--- src/rtl/uart_rx_cfg.sv ---
// uart_rx_cfg: UART receiver with configurable data width, optional parity
// and one or two stop bits. It feeds the AES key/plaintext byte loader.
//
// state  | meaning
// IDLE   | waiting for a high-to-low edge on the synchronised line
// START  | half a bit period in, confirm the start bit is still low
// DATA   | sample DATA_BITS bits, LSB first, one per bit period
// PARITY | sample the parity bit (only when PARITY_MODE != 0)
// STOP   | sample STOP_BITS stop bits, latch a framing error on any low
// DONE   | one cycle: offer the frame to the output register
//
// Ports:
//   uart_clock       system clock, all logic on the rising edge
//   uart_reset       asynchronous active-high reset
//   uart_d_in        serial line, idle high, asynchronous to uart_clock
//   uart_ready       consumer accepts the held word
//   uart_d_out       received word, first bit on the line at bit 0
//   uart_valid       uart_d_out and the error flags hold an unconsumed frame
//   uart_parity_err  parity mismatch for the held frame
//   uart_frame_err   a stop bit of the held frame was sampled low
//   uart_overrun     one-cycle pulse when a completed frame is dropped
//   uart_busy        receiver FSM is not in IDLE
module uart_rx_cfg #(
  parameter logic [27:0] CLOCK_FREQ  = 28'd50000000,
  parameter logic [23:0] BAUD_RATE   = 24'd4000000,
  parameter int          DATA_BITS   = 8,
  parameter int          PARITY_MODE = 0,
  parameter int          STOP_BITS   = 1
) (
  input  logic                 uart_clock,
  input  logic                 uart_reset,
  input  logic                 uart_d_in,
  input  logic                 uart_ready,
  output logic [DATA_BITS-1:0] uart_d_out,
  output logic                 uart_valid,
  output logic                 uart_parity_err,
  output logic                 uart_frame_err,
  output logic                 uart_overrun,
  output logic                 uart_busy
);

  localparam logic [27:0] RATIO = CLOCK_FREQ / {4'd0, BAUD_RATE};
  localparam logic [23:0] PULSE = RATIO[23:0];
  localparam logic [23:0] HALF  = {1'b0, PULSE[23:1]};

  if (RATIO < 28'd4) begin : g_ratio_chk
    $error("uart_rx_cfg: CLOCK_FREQ/BAUD_RATE must be at least 4");
  end
  if (DATA_BITS < 5 || DATA_BITS > 9) begin : g_width_chk
    $error("uart_rx_cfg: DATA_BITS must be 5..9");
  end
  if (PARITY_MODE < 0 || PARITY_MODE > 2) begin : g_parity_chk
    $error("uart_rx_cfg: PARITY_MODE must be 0, 1 or 2");
  end
  if (STOP_BITS < 1 || STOP_BITS > 2) begin : g_stop_chk
    $error("uart_rx_cfg: STOP_BITS must be 1 or 2");
  end

  typedef enum logic [2:0] {IDLE, START, DATA, PARITY, STOP, DONE} state_t;

  state_t               state, state_next;
  logic                 sync1, rx_s, rx_p;
  logic                 fell;
  logic                 edge_pend;
  logic [23:0]          cnt;
  logic [23:0]          cnt_tgt;
  logic                 tick;
  logic [3:0]           bit_cnt;
  logic                 last_data, last_stop;
  logic [DATA_BITS-1:0] shift;
  logic                 par_err_q, frame_err_q;

  assign fell      = rx_p & ~rx_s;
  assign uart_busy = (state != IDLE);

  always_ff @(posedge uart_clock or posedge uart_reset) begin
    if (uart_reset) state <= IDLE;
    else            state <= state_next;
  end

  always_comb begin
    state_next = state;
    cnt_tgt    = (state == START) ? (HALF - 24'd1) : (PULSE - 24'd1);
    tick       = (cnt == cnt_tgt);
    last_data  = (bit_cnt == 4'(DATA_BITS - 1));
    last_stop  = (bit_cnt == 4'(STOP_BITS - 1));
    case (state)
      IDLE:    if (fell || edge_pend) state_next = START;
      START:   if (tick) state_next = rx_s ? IDLE : DATA;
      DATA:    if (tick && last_data) state_next = (PARITY_MODE != 0) ? PARITY : STOP;
      PARITY:  if (tick) state_next = STOP;
      STOP:    if (tick && last_stop) state_next = DONE;
      DONE:    state_next = IDLE;
      default: state_next = IDLE;
    endcase
  end

  always_ff @(posedge uart_clock or posedge uart_reset) begin
    if (uart_reset) begin
      sync1           <= 1'b1;
      rx_s            <= 1'b1;
      rx_p            <= 1'b1;
      edge_pend       <= 1'b0;
      cnt             <= '0;
      bit_cnt         <= '0;
      shift           <= '0;
      par_err_q       <= 1'b0;
      frame_err_q     <= 1'b0;
      uart_d_out      <= '0;
      uart_valid      <= 1'b0;
      uart_parity_err <= 1'b0;
      uart_frame_err  <= 1'b0;
      uart_overrun    <= 1'b0;
    end else begin
      sync1        <= uart_d_in;
      rx_s         <= sync1;
      rx_p         <= rx_s;
      uart_overrun <= 1'b0;
      // An edge seen during DONE would be gone by the IDLE cycle; hold it over.
      edge_pend    <= (state == DONE) && fell;

      if (state == IDLE || tick) cnt <= '0;
      else                       cnt <= cnt + 24'd1;

      if (state == IDLE) begin
        bit_cnt <= '0;
      end else if (tick && (state == DATA || state == STOP)) begin
        bit_cnt <= (state_next != state) ? 4'd0 : bit_cnt + 4'd1;
      end

      if (state == DATA && tick) begin
        shift <= {rx_s, shift[DATA_BITS-1:1]};
      end

      if (state == START) begin
        par_err_q   <= 1'b0;
        frame_err_q <= 1'b0;
      end
      if (state == PARITY && tick) begin
        par_err_q <= (PARITY_MODE == 1) ? (^shift ^ rx_s) : ~(^shift ^ rx_s);
      end
      if (state == STOP && tick && !rx_s) begin
        frame_err_q <= 1'b1;
      end

      if (state == DONE) begin
        if (!uart_valid || uart_ready) begin
          uart_d_out      <= shift;
          uart_parity_err <= par_err_q;
          uart_frame_err  <= frame_err_q;
          uart_valid      <= 1'b1;
        end else begin
          uart_overrun <= 1'b1;
        end
      end else if (uart_valid && uart_ready) begin
        uart_valid <= 1'b0;
      end
    end
  end

endmodule

--- config.mk ---
export PLATFORM = sky130hd
export DESIGN_NAME = uart_rx_cfg
export DESIGN_NICKNAME = d
export VERILOG_FILES = /design/src/rtl/uart_rx_cfg.sv
export SDC_FILE = /design/constraint.sdc
export NUM_CORES = 1
export LEC_CHECK = 0
export ABC_CLOCK_PERIOD_IN_PS = 1900
export CAP_MARGIN = 20
export CELL_PAD_IN_SITES_DETAIL_PLACEMENT = 1
export CELL_PAD_IN_SITES_GLOBAL_PLACEMENT = 2
export CORE_MARGIN = 2
export CORE_UTILIZATION = 35
export DETAILED_ROUTE_END_ITERATION = 7
export PLACE_DENSITY_LB_ADDON = 0.1
export SYNTH_ARGS = -nofsm -noshare
export SYNTH_HDL_FRONTEND = slang
export SYNTH_SLANG_ARGS = --single-unit
--- constraint.sdc ---
create_clock -name uart_clock -period 1.9 [get_ports uart_clock]
set_input_delay 0.475 -clock uart_clock [delete_from_list [all_inputs] [get_ports uart_clock]]
set_output_delay 0.475 -clock uart_clock [all_outputs]
set_load 0.005 [all_outputs]
After elaboration in Yosys (flattened, before gate mapping). Cells that the tools add are included.

Input bits: 4. Output and inout bits: 13. Logic and storage cells: 75. Flip-flop bits (word level): 57.

Mux-type cells: 20. Equal/unequal tests: 9. $add $sub $neg: 2. Reduce and logical (&&, ||, !) cells: 25. Bitwise operators: 4.

Operators with widths (count): 24-bit by 1-bit adder with 24-bit output (second input constant) (1); 24-bit by 4-bit equality test with 1-bit output (1); 24-bit 2-to-1 mux (1); 4-bit 2-to-1 mux (4); 3-bit 2-to-1 mux (5); 3-bit case mux with 5 select lines (1); 1-bit logical AND (9); 1-bit 2-to-1 mux (8); 2-bit nonzero test (4); 8-bit XOR reduction (1); 3-bit by 2-bit equality test with 1-bit output (second input constant) (2); 3-bit equality test (second input constant) (2); 4-bit by 1-bit adder with 4-bit output (second input constant) (1); 4-bit by 3-bit equality test with 1-bit output (second input constant) (1); 4-bit zero test (1); 1-bit logical OR (4); 2-bit AND reduction (2); 3-bit by 1-bit equality test with 1-bit output (second input constant) (1); 3-bit zero test (1); 3-bit inequality test (1); 3-bit nonzero test (1); 1-bit zero test (2); 2-bit 2-to-1 mux (1); 2-bit by 1-bit inequality test with 1-bit output (second input constant) (1); other kinds (3) (4).

Logic depth before layout (Yosys ltp).
Depth in word-level cells: 10. Gate-level depth with buffers: 7. Gate-level depth less buffers: 7.

Least setup slack after synthesis. OpenSTA, ideal clock, no wires.

Path type: flip-flop to flip-flop. Start point: register cnt[4]. End point: register bit_cnt[0]. Cell stages (with the launch flop): 7. Setup time: 0.119 ns. Required time: 1.781 ns. Data arrival time: 1.955 ns. Clock period less this slack: 2.074 ns. Setup slack: -0.174 ns. Buffers on the path: 1. Path through: dfrtp_1 > or4_4 > a2111oi_4 > nand3_4 > buf_6 > a211o_1 > o21a_1.

Longest elaborated chain between the ends: 8. Elaborated cells between the ends (all ways): 14. Classes of those cells: eq/ne (2); mux (8); reduce/logical (4).

Ends and longest elaborated chain: start: declaration (line 65) `logic [23:0] cnt;`; start signal: assignment (line 123) `else cnt <= cnt + 24'd1;`; 24-bit by 4-bit equality test with 1-bit output (*) (line 84) `tick = (cnt == cnt_tgt);`; 1-bit logical AND (on tied branches) (line 92, 90); 3-bit 2-to-1 mux (on tied branches) (line 92, 90); 3-bit case mux with 5 select lines (line 87) `case (state)`; 3-bit inequality test (line 128) `bit_cnt <= (state_next != state) ? 4'd0 : bit_cnt + 4'd1;`; 4-bit 2-to-1 mux (line 128); 4-bit 2-to-1 mux (line 127) `end else if (tick && (state == DATA || state == STOP)) begin`; 4-bit 2-to-1 mux (line 125) `if (state == IDLE) begin`; end signal: assignment (line 128); end: declaration (line 68) `logic [3:0] bit_cnt;`.

Mark *: on every way between the ends. The rest lies on a longest branch, timed or not. The select of a mux whose other input is x is not followed. A chain may end at the register's enable or synchronous reset.

Worst setup path after layout.
Start point: register cnt[4]. End point: register shift[4].

Longest elaborated chain between the ends: 2.

Ends and longest elaborated chain: 24-bit by 4-bit equality test with 1-bit output (line 84); 1-bit logical AND (line 131) `if (state == DATA && tick) begin`; end signal: assignment (line 132) `shift <= {rx_s, shift[DATA_BITS-1:1]};`; end: declaration (line 70) `logic [DATA_BITS-1:0] shift;`.

Every way passes these cells.

==> impl_results.md <==
* Initial antenna violation count at 0
* Yosys Warn Count at 0
* Unrepaired setup endpoints after global routing: yes
* Hold worst-path end: rx_s$_DFF_PP1_
* Reg-to-reg slack, setup at -180 ps
* Initial DRT Pass Iterations at 4
* Seq/Total Area, Yosys at 52.0%
* Maximum level of the CTS H-tree at 3
* Worst-case clock buffer depth at 2
* Gr ovfl total at 0
* Std-Cell Rows at 32
* Clk Tree Root Cell: sky130_fd_sc_hd__clkbuf_8
* Worst Hold Launch: sync1$_DFF_PP1_
* Hold_buf cts at 0
* Crit path setup slack, layout at -180 ps
* Failing checks: setup timing
* Worst-Skew Late Latency at roughly 330 ps
* Relative contribution of the clock network to total power at 31.1%
* Number of pins with negative max-slew slack in the final report at 0
* Mapped Area at 0.00275 mm^2
* Fin Clk Skew at 3.75 ps
* Reported net switching power at 1380 uW
* Pre-CTS WS at -302 ps
* Final-layout worst hold slack at 357 ps
* Filler cell count in the final layout at 845
* Maximum achievable frequency at 481 MHz
* Maximum number of pins on one net before global-route repair at 58
* Combined global-route utilization of all metal layers at between 10% and 20%
* Power Internal at approximately 2700 uW
* Final min period at a little over 2000 ps
* Arrival time reported for the critical path endpoint at ~2300 ps
* Critical Path RT at ~2100 ps
* Source of the worst register-to-register timing path: cnt[4]$_DFF_PP0_
* Clock net sink count at 57
* Switching portion of total power at about a third
* Starting utilization of the core area at a little over a third
* Category of the worst setup path capture point: flop
* Post-synthesis register bit count at 57
* Final RePlAce weighted congestion at 0.734
* Post-Synthesis Cells at 253
* Signed area change from the synthesized netlist to the final layout at 44.1%
* Area taken by flip-flops and latches at roughly 0.0014 mm^2
* LEAKAGE at 0.00168 uW
* Avg Synthesized Cell Area at 10.9 um^2
* Die height at between 90 and 100 um
* Sum Neg Setup Slack at -4070 ps
* Worst reg-to-reg path cell count at 6
* Detailed-route via count at 2110
* Net count, final at approximately 330
* Post-synth EDFFs at 0
* Per-cell via count in the routed design at 4.87
* Sequential fraction of design power at 33.7%
* Core Util, Final at roughly 52%
* Detailed-route DRC error count at 0
* Clk pin slew, worst setup/hold paths at 70 ps
* Boundary Pins at 17
* Via count of the first global-routing pass at 2211
* Area contributors post-synth: sky130_fd_sc_hd__dfrtp_1 49%, sky130_fd_sc_hd__mux2_2 7.4%, sky130_fd_sc_hd__xnor2_1 5.4%
* Post-synth top area cell: sky130_fd_sc_hd__dfrtp_1
* Area of the core region at 0.00769 mm^2
* Worst slew slack as a fraction of its limit at 73.0%
* Power density over cell area at just over 1000 mW/mm^2
* Worst Setup Path Type: flop to flop
* Global-route wire length before repair at ~11000 um
* Share of cells above drive strength 1 at 40.5%
* IO buf count at 16
* Final period utilization at 109%
* Post-synthesis net count at 260
* Transition time of the tightest slew-check pin at ~400 ps
* Reg-to-Reg End: shift[4]$_DFFE_PP0P_
* MaxCap Viol Count at 0
* Antenna cells at 0
* Critical path launch point type: flop
* Share of the synthesized area in the top cell type at about half
* Combinational cell fraction of total power at 35.2%
* Full die area at 0.00859 mm^2
* Remaining antenna violation count after routing at 0
* Run status: complete, but fails checks
* Fraction of synthesis flops using an asynchronous set or reset pin at 100%
* Final routed wirelength across all metal layers at around 6800 um
* Multi-input gate area at 0.00149 mm^2
* Critical path peak fanout at 8
* Hold Path Class: flop to flop
* Hold Violations, Final at 0
* Synth Flop Type: sky130_fd_sc_hd__dfrtp_1
* Worst hold stages at 0
* Setup-failing EPs final at 40
* Count of different cell masters after synthesis at 43
* Drt initial violations at 47
* Clock tree from TritonCTS: yes
* Sum of net half-perimeters after detailed placement at slightly above 4000 um
* Die width at 92.7 um
* Worst IR Drop VDD at 424 uV
* Drt wl/cell at around 16 um
* Inserted Clock Buffers at 9
per-layer routing:
layer / routed length, um / vias up / global-route usage [%]
li1: - / 1025 / -
met1: 3390 / 1058 / 23.3
met2: 3170 / 19 / 24.9
met3: 122 / 8 / 2.93
met4: 97 / 0 / 8.09
met5: 0 / - / 0
sequential cells by signal, summed over array words and instances (netlist names):
register	flops
uart_valid	1
rx_p	1
par_err_q	1
sync1	1
frame_err_q	1
uart_d_out	8
edge_pend	1
shift	8
uart_overrun	1
uart_parity_err	1
bit_cnt	4
rx_s	1
state	3
cnt	24
uart_frame_err	1
per-stage QoR:
stage          cells  power, uW  area [um^2]
6_report         433       4100         3970
5_1_grt          433       4300         3970
4_1_cts          421       3630         3640
3_5_place_dp     400       2270         3310
3_3_place_gp     400       2270         3310
2_1_floorplan    253       1910         2770
what timing repair did:
action	in CTS	in global routing
setup endpoints to repair	42	52
resized for setup	20	54
setup buffers	4	10
gates cloned	1	3
pin swaps	9	30
layout by cell type, fill, tap and decap left out, types with 4 or more instances in the layout:
cell | Yosys | layout
sky130_fd_sc_hd__xor2_1 | 10 | 10
sky130_fd_sc_hd__clkinvlp_4 | 0 | 4
sky130_fd_sc_hd__inv_1 | 8 | 7
sky130_fd_sc_hd__nor2_1 | 35 | 14
sky130_fd_sc_hd__nor3_1 | 10 | 10
sky130_fd_sc_hd__mux2_2 | 18 | 10
sky130_fd_sc_hd__xnor2_1 | 17 | 17
sky130_fd_sc_hd__dfrtp_1 | 54 | 54
sky130_fd_sc_hd__buf_6 | 1 | 9
sky130_fd_sc_hd__nor2_4 | 1 | 19
sky130_fd_sc_hd__nand4_1 | 5 | 5
sky130_fd_sc_hd__nand2b_1 | 4 | 4
sky130_fd_sc_hd__mux2_4 | 0 | 8
sky130_fd_sc_hd__nand2_1 | 12 | 11
sky130_fd_sc_hd__nand3_1 | 14 | 14
sky130_fd_sc_hd__clkbuf_8 | 0 | 9
sky130_fd_sc_hd__buf_4 | 0 | 38
sky130_fd_sc_hd__o21ai_0 | 5 | 4
sky130_fd_sc_hd__clkdlybuf4s50_1 | 0 | 15
cell usage after synthesis (3+ instances only):
master and instances:
sky130_fd_sc_hd__dfrtp_1 54, sky130_fd_sc_hd__nor2_1 35, sky130_fd_sc_hd__mux2_2 18, sky130_fd_sc_hd__xnor2_1 17
sky130_fd_sc_hd__nand3_1 14, sky130_fd_sc_hd__nand2_1 12, sky130_fd_sc_hd__nor3_1 10, sky130_fd_sc_hd__xor2_1 10
sky130_fd_sc_hd__inv_1 8, sky130_fd_sc_hd__a21oi_1 5, sky130_fd_sc_hd__clkbuf_1 5, sky130_fd_sc_hd__nand4_1 5
sky130_fd_sc_hd__o21ai_0 5, sky130_fd_sc_hd__or3_1 5, sky130_fd_sc_hd__nand2b_1 4, sky130_fd_sc_hd__nor3b_1 4
sky130_fd_sc_hd__a31o_2 3, sky130_fd_sc_hd__and4_1 3, sky130_fd_sc_hd__dfstp_2 3, sky130_fd_sc_hd__ha_1 3
sky130_fd_sc_hd__nor4_1 3
cell type report:
class | instances | area share, %
clock inverters | 7 | 2.40
repair buffers | 69 | 16.8
clock buffers | 9 | 3.12
inverters | 8 | 0.757
flip-flops and latches | 57 | 36.1
well taps | 102 | 3.22
multi-input cells | 181 | 37.6
power groups by stage:
stage / Combinational [uW] / Clock (uW) / Sequential [uW]
floorplan: 508 / 0 / 1400
finish: 1440 / 1270 / 1380
detailed placement: 870 / 0 / 1400
global route: 1550 / 1360 / 1390
global placement: 870 / 0 / 1400
CTS: 940 / 1310 / 1380
kinds of logic after synthesis:
| family | synth area share, % |
|---|---|
| XOR/XNOR | 9.41 |
| buffers and inverters | 2.55 |
| multiplexers | 8.09 |
| AO/OA/AOI/OAI | 5.68 |
| flip-flops | 52.0 |
| AND/OR/NAND/NOR | 21.0 |
| adder cells (fa/ha/maj) | 1.36 |
critical path, stage by stage (launching register included):
cell,delay [ps]
sky130_fd_sc_hd__dfrtp_1,380
sky130_fd_sc_hd__or4_4,540
sky130_fd_sc_hd__a2111oi_4,290
sky130_fd_sc_hd__nand3_4,180
sky130_fd_sc_hd__nor2_4,130
sky130_fd_sc_hd__buf_12,140
sky130_fd_sc_hd__mux2_4,300
worst max path at each step:
| stage | from | to | slack (ps) | cells after the start |
|---|---|---|---|---|
| 3_5_place_dp | cnt[4]$_DFF_PP0_ | shift[6]$_DFFE_PP0P_ | -300 | 5 |
| 3_3_place_gp | cnt[4]$_DFF_PP0_ | shift[1]$_DFFE_PP0P_ | -250 | 5 |
| 4_1_cts | cnt[8]$_DFF_PP0_ | shift[7]$_DFFE_PP0P_ | -290 | 6 |
| 5_1_grt | cnt[4]$_DFF_PP0_ | bit_cnt[0]$_DFFE_PP0P_ | -290 | 7 |
| 2_1_floorplan | cnt[4]$_DFF_PP0_ | bit_cnt[0]$_DFFE_PP0P_ | -170 | 6 |
| 6_report | cnt[4]$_DFF_PP0_ | shift[4]$_DFFE_PP0P_ | -180 | 6 |
(Power assumes the default switching activity.)
